### src/rtl/fetch_unit.sv
// Instruction fetch stage: program counter, single-outstanding imem requests,
// and an output register backed by a one-entry skid buffer toward the decoder.
module fetch_unit #(
    parameter logic [15:0] RESET_PC = 16'h0000,
    parameter logic [15:0] NOP_INSN = 16'h0000
) (
    input  logic        clk,
    input  logic        rst,
    output logic        imem_req,
    output logic [15:0] imem_addr,
    input  logic        imem_ack,
    input  logic [15:0] imem_rdata,
    input  logic        stall,
    input  logic        hold_pc,
    input  logic        return_pc,
    input  logic        redirect_val,
    input  logic [15:0] redirect_pc,
    output logic [15:0] q,
    output logic        q_val,
    output logic [15:0] q_pc
);

    typedef enum logic [2:0] {
        IDLE  = 3'd0,
        FETCH = 3'd1,
        DROP  = 3'd2,
        FULL  = 3'd3,
        HOLD  = 3'd4
    } state_t;

    state_t      state_reg, state_next;
    logic [15:0] addr_reg, addr_next;
    logic [15:0] pend_pc_reg, pend_pc_next;
    logic        to_hold_reg, to_hold_next;
    logic [15:0] q_reg, q_next;
    logic [15:0] q_pc_reg, q_pc_next;
    logic        q_val_reg, q_val_next;
    logic [15:0] skid_reg, skid_next;
    logic [15:0] skid_pc_reg, skid_pc_next;
    logic        skid_val_reg, skid_val_next;

    // A request is on the bus but not accepted this cycle; it must stay stable.
    logic waiting;
    logic hold_take;

    assign waiting   = imem_req && !imem_ack;
    assign hold_take = hold_pc && (state_reg != DROP);

    always_ff @(posedge clk or negedge rst) begin
        if (!rst) begin
            state_reg <= IDLE;
        end else begin
            state_reg <= state_next;
        end
    end

    always_comb begin
        state_next = state_reg;
        if (redirect_val) begin
            state_next = waiting ? DROP : FETCH;
        end else if (hold_take) begin
            state_next = waiting ? DROP : HOLD;
        end else begin
            case (state_reg)
                IDLE:    state_next = FETCH;
                FETCH:   if (imem_ack && q_val_reg && stall) state_next = FULL;
                DROP:    if (imem_ack) state_next = to_hold_reg ? HOLD : FETCH;
                FULL:    if (!stall) state_next = FETCH;
                default: state_next = state_reg;
            endcase
        end
    end

    always_comb begin
        imem_req  = (state_reg == FETCH) || (state_reg == DROP);
        imem_addr = addr_reg;
        q         = q_val_reg ? q_reg : NOP_INSN;
        q_val     = q_val_reg;
        q_pc      = q_pc_reg;
    end

    always_comb begin
        addr_next     = addr_reg;
        pend_pc_next  = pend_pc_reg;
        to_hold_next  = to_hold_reg;
        q_next        = q_reg;
        q_pc_next     = q_pc_reg;
        q_val_next    = q_val_reg;
        skid_next     = skid_reg;
        skid_pc_next  = skid_pc_reg;
        skid_val_next = skid_val_reg;
        if (redirect_val) begin
            q_val_next    = 1'b0;
            skid_val_next = 1'b0;
            to_hold_next  = 1'b0;
            if (waiting) begin
                pend_pc_next = redirect_pc;
            end else begin
                addr_next = redirect_pc;
            end
        end else if (hold_take) begin
            q_val_next    = 1'b0;
            skid_val_next = 1'b0;
            if (waiting) begin
                to_hold_next = 1'b1;
            end
        end else begin
            case (state_reg)
                FETCH: begin
                    if (imem_ack) begin
                        addr_next = addr_reg + 16'd1;
                        if (q_val_reg && stall) begin
                            skid_next     = imem_rdata;
                            skid_pc_next  = addr_reg;
                            skid_val_next = 1'b1;
                        end else begin
                            q_next     = imem_rdata;
                            q_pc_next  = addr_reg;
                            q_val_next = 1'b1;
                        end
                    end else if (!stall) begin
                        q_val_next = 1'b0;
                    end
                end
                DROP: begin
                    if (imem_ack) begin
                        addr_next    = pend_pc_reg;
                        to_hold_next = 1'b0;
                    end
                end
                FULL: begin
                    if (!stall) begin
                        q_next        = skid_reg;
                        q_pc_next     = skid_pc_reg;
                        q_val_next    = 1'b1;
                        skid_val_next = 1'b0;
                    end
                end
                default: begin
                    if (!stall) q_val_next = 1'b0;
                end
            endcase
        end
        if (hold_pc) skid_val_next = 1'b0;
        if (return_pc || hold_pc) q_val_next = 1'b0;
    end

    always_ff @(posedge clk or negedge rst) begin
        if (!rst) begin
            addr_reg     <= RESET_PC;
            pend_pc_reg  <= RESET_PC;
            to_hold_reg  <= 1'b0;
            q_reg        <= NOP_INSN;
            q_pc_reg     <= RESET_PC;
            q_val_reg    <= 1'b0;
            skid_reg     <= NOP_INSN;
            skid_pc_reg  <= RESET_PC;
            skid_val_reg <= 1'b0;
        end else begin
            addr_reg     <= addr_next;
            pend_pc_reg  <= pend_pc_next;
            to_hold_reg  <= to_hold_next;
            q_reg        <= q_next;
            q_pc_reg     <= q_pc_next;
            q_val_reg    <= q_val_next;
            skid_reg     <= skid_next;
            skid_pc_reg  <= skid_pc_next;
            skid_val_reg <= skid_val_next;
        end
    end

endmodule

### config.mk
export PLATFORM = sky130hd
export DESIGN_NAME = fetch_unit
export DESIGN_NICKNAME = d
export VERILOG_FILES = /design/src/rtl/fetch_unit.sv
export SDC_FILE = /design/constraint.sdc
export NUM_CORES = 1
export LEC_CHECK = 0
export CAP_MARGIN = 20
export CORE_MARGIN = 1
export CORE_UTILIZATION = 53
export DETAILED_ROUTE_END_ITERATION = 7
export GPL_TIMING_DRIVEN = 0
export HOLD_SLACK_MARGIN = 0.12
export PLACE_DENSITY = 0.87
export SYNTH_ARGS = -nofsm -noshare
export SYNTH_HDL_FRONTEND = slang
export SYNTH_SLANG_ARGS = --single-unit
### constraint.sdc
create_clock -name clk -period 2.1 [get_ports clk]
set_clock_uncertainty 0.2 [all_clocks]
set_input_delay 0.42 -clock clk [delete_from_list [all_inputs] [get_ports clk]]
set_output_delay 0.42 -clock clk [all_outputs]
set_load 0.05 [all_outputs]
==> results.tsv, run 1 <==
metric	value	unit
Clock Path Buffers	2	
worst min path class	in -> reg	
Initial Util	54.5	%
initial antenna violation count	0	
post-synth top area cell	dfrtp_1	
critical path peak fanout	6	
Antenna diodes	0	
final hold viol count	0	
placed cell area	6060	um^2
ranking of synthesized cells by area	dfrtp_1 50%, mux2_2 9.0%, mux2i_1 7.0%	
Avg Inst Size Synth	10.6	um^2
fin nets	622	
H-tree depth	3	
Antenna Violating Nets Remaining	0	
Power Dens Cells	1360	nW/um^2
P&R area growth vs syn	27.7	%
Worst EP arrival	1.47	ns
Setup CP Type	reg -> out	
Root Buffer	clkbuf_8	
setup TNS	0	ns
Synth Cell Area	5010	um^2
Final period util	99.5	%
met1 GRT Util	33.9	%
Vias	4177	
ys async rst share	100	%
met3 Use GR	3.79	%
# port buffers	87	
headroom to the max-slew limit	60.8	%
die span in y	99.3	um
critical path launch point type	flop	
Cells after Synth	474	
Worst Path Required	1.48	ns
count leader, synth	dfrtp_1	
full die area	9850	um^2
most instantiated cells after synthesis	101 x dfrtp_1, 58 x nor2_1, 57 x a21oi_1	
register area share after synthesis	50.4	%
maximum VDD drop	0.853	mV
Mapped Nets	514	
Reg clk slew, reported paths	0.09	ns
Cell Rows	35	
design area	6400	um^2
placed cells	673	
met2 usage	43.9	%
largest net degree at the start of global routing	58	
FMAX	479	MHz
die width	99.3	um
Buffers & Inverters on Critical Path	1	
outcome	completed	
total design power	8.71	mW
DRT iter0 DRCs	229	
DR pass1 iterations	5	
Worst setup EP type	output pin	
Post-synth EDFFs	0	
Max-Cap Viols	0	
# fillers	650	
Post-route DRC	0	
Boundary Pins	89	
Slew Limit Fails	0	
final WL	12.7	mm
Overall Global Routing Usage	25.9	%
Unique masters post-synth	51	
worst path cell trace	dlygate4sd2_1	
global route overflow	0	
Synth top area share	50.4	%
post-synthesis register bit count	101	
Top Usage Layer GRT	met2	
clock sinks	101	
slowest CP cell	dlygate4sd2_1	
core outline area	9200	um^2
vias in the first global route	4067	
CTS Buf Count	9	
Final min period	2.09	ns
Placer Congestion	0.885	
Final Setup Violations	0	
Ys Warns	0	
clk_lat worst skew	0.37	ns
wire per inst	18.2	um
delay-heaviest family, CP	buffers and inverters	
DPL Wire Length	8.78	mm
detailed-route vias per instance	5.98	
share of layout cells above drive strength 1	23.7	%
CP peak stage delay	0.57	ns
Non-Filler Instances	698	
Leakage	3.04	nW
top_reg_cell synth	dfrtp_1	
first-pass GRT wire length	20.1	mm
slew of the pin with the lowest slew margin	0.587	ns
CTS tree	built	
-- layout make-up --
cell class                 count  area (um^2)  share of cell area (%)
buffer                        32          259                    4.04
multi-input combinational    335         2370                    37.0
sequential                   101         2540                    39.6
inverter                       5         21.3                   0.332
clock inverter                 5         35.0                   0.547
tap                          111          139                    2.17
timing repair buffer          98          902                    14.1
clock buffer                  11          141                    2.21
-- cell usage in the layout, fill, tap and decap left out, types with 5 or more instances in the layout --
cell,count
clkbuf_4,16
dfrtp_1,94
nand2_1,21
mux2_1,9
o21ai_0,24
nor4_1,5
mux2_2,40
buf_4,13
dlygate4sd2_1,29
xor2_1,6
buf_2,6
and2_1,16
clkbuf_8,10
clkdlybuf4s50_1,35
o22ai_1,5
nand3_1,6
buf_6,14
mux2i_1,35
a21oi_1,57
nor2_1,58
dfrtp_2,7
clkbuf_2,7
-- logic make-up after synthesis --
kind of cell | count (synthesis) | synth area share [%]
mux | 84 | 18.0
fa+ha+maj | 1 | 0.249
xor+xnor | 9 | 1.57
flops | 101 | 50.4
buf+inv | 38 | 4.22
compound gates | 109 | 12.5
simple gates | 132 | 13.0
-- through the flow --
stage	util, %	setup slack [ns]	hold slack [ns]
floorplan	-	-0.0279	-0.0756
global placement	65.6	-3.57	0.269
detailed placement	65.9	-0.621	0.263
CTS	67.6	0.00159	0.301
global route	69.6	-0.0873	0.293
finish	69.6	0.0102	0.251
-- where the power goes --
group / total, mW / internal [mW] / switching (mW)
Combinational: 4.26 / 1.51 / 2.74
Sequential: 3.30 / 2.65 / 0.648
Clock: 1.15 / 0.467 / 0.687
-- per-layer routing --
metal	wire length [um]	part of all wire, %	up-vias
met1	5320	42	2068
met5	0	0	-
met4	195	1.5	0
met2	6370	50	189
met3	824	6.5	23
li1	-	-	1897
-- repair_timing --
item,in CTS,in global routing
gates resized for setup,116,59
hold buffers,1,0
buffers inserted,3,6
pin swaps,1,3
hold endpoints to repair,44,0
endpoints found under the setup margin,133,100
-- path summary, 6_finish.rpt --
path | slack (ns) | cells after the start | to | from
worst max register to register | 0.02 | 7 | imem_addr[9] | state_reg[2]
worst min register to register | 0.30 | 1 | pend_pc_reg[10] | pend_pc_reg[10]
max in group asynchronous | 0.61 | 3 | imem_addr[0] | rst
worst max-delay path | 0.01 | 1 | imem_addr[6] | imem_addr[6]
worst min-delay path | 0.25 | 3 | q_val | stall
min in group asynchronous | 0.40 | 2 | q_reg[5] | rst
Note: power is estimated with default switching activity, not from simulation.
==> run 2, diff against run 1 <==
--- a/config.mk
+++ b/config.mk
@@ -6,7 +6,6 @@
 export NUM_CORES = 1
 export LEC_CHECK = 0
 export CAP_MARGIN = 20
-export CORE_MARGIN = 1
 export CORE_UTILIZATION = 53
 export DETAILED_ROUTE_END_ITERATION = 7
 export GPL_TIMING_DRIVEN = 0
==> results of run 2 <==
The final DEF is identical to that of run 1; final timing and power are the same.
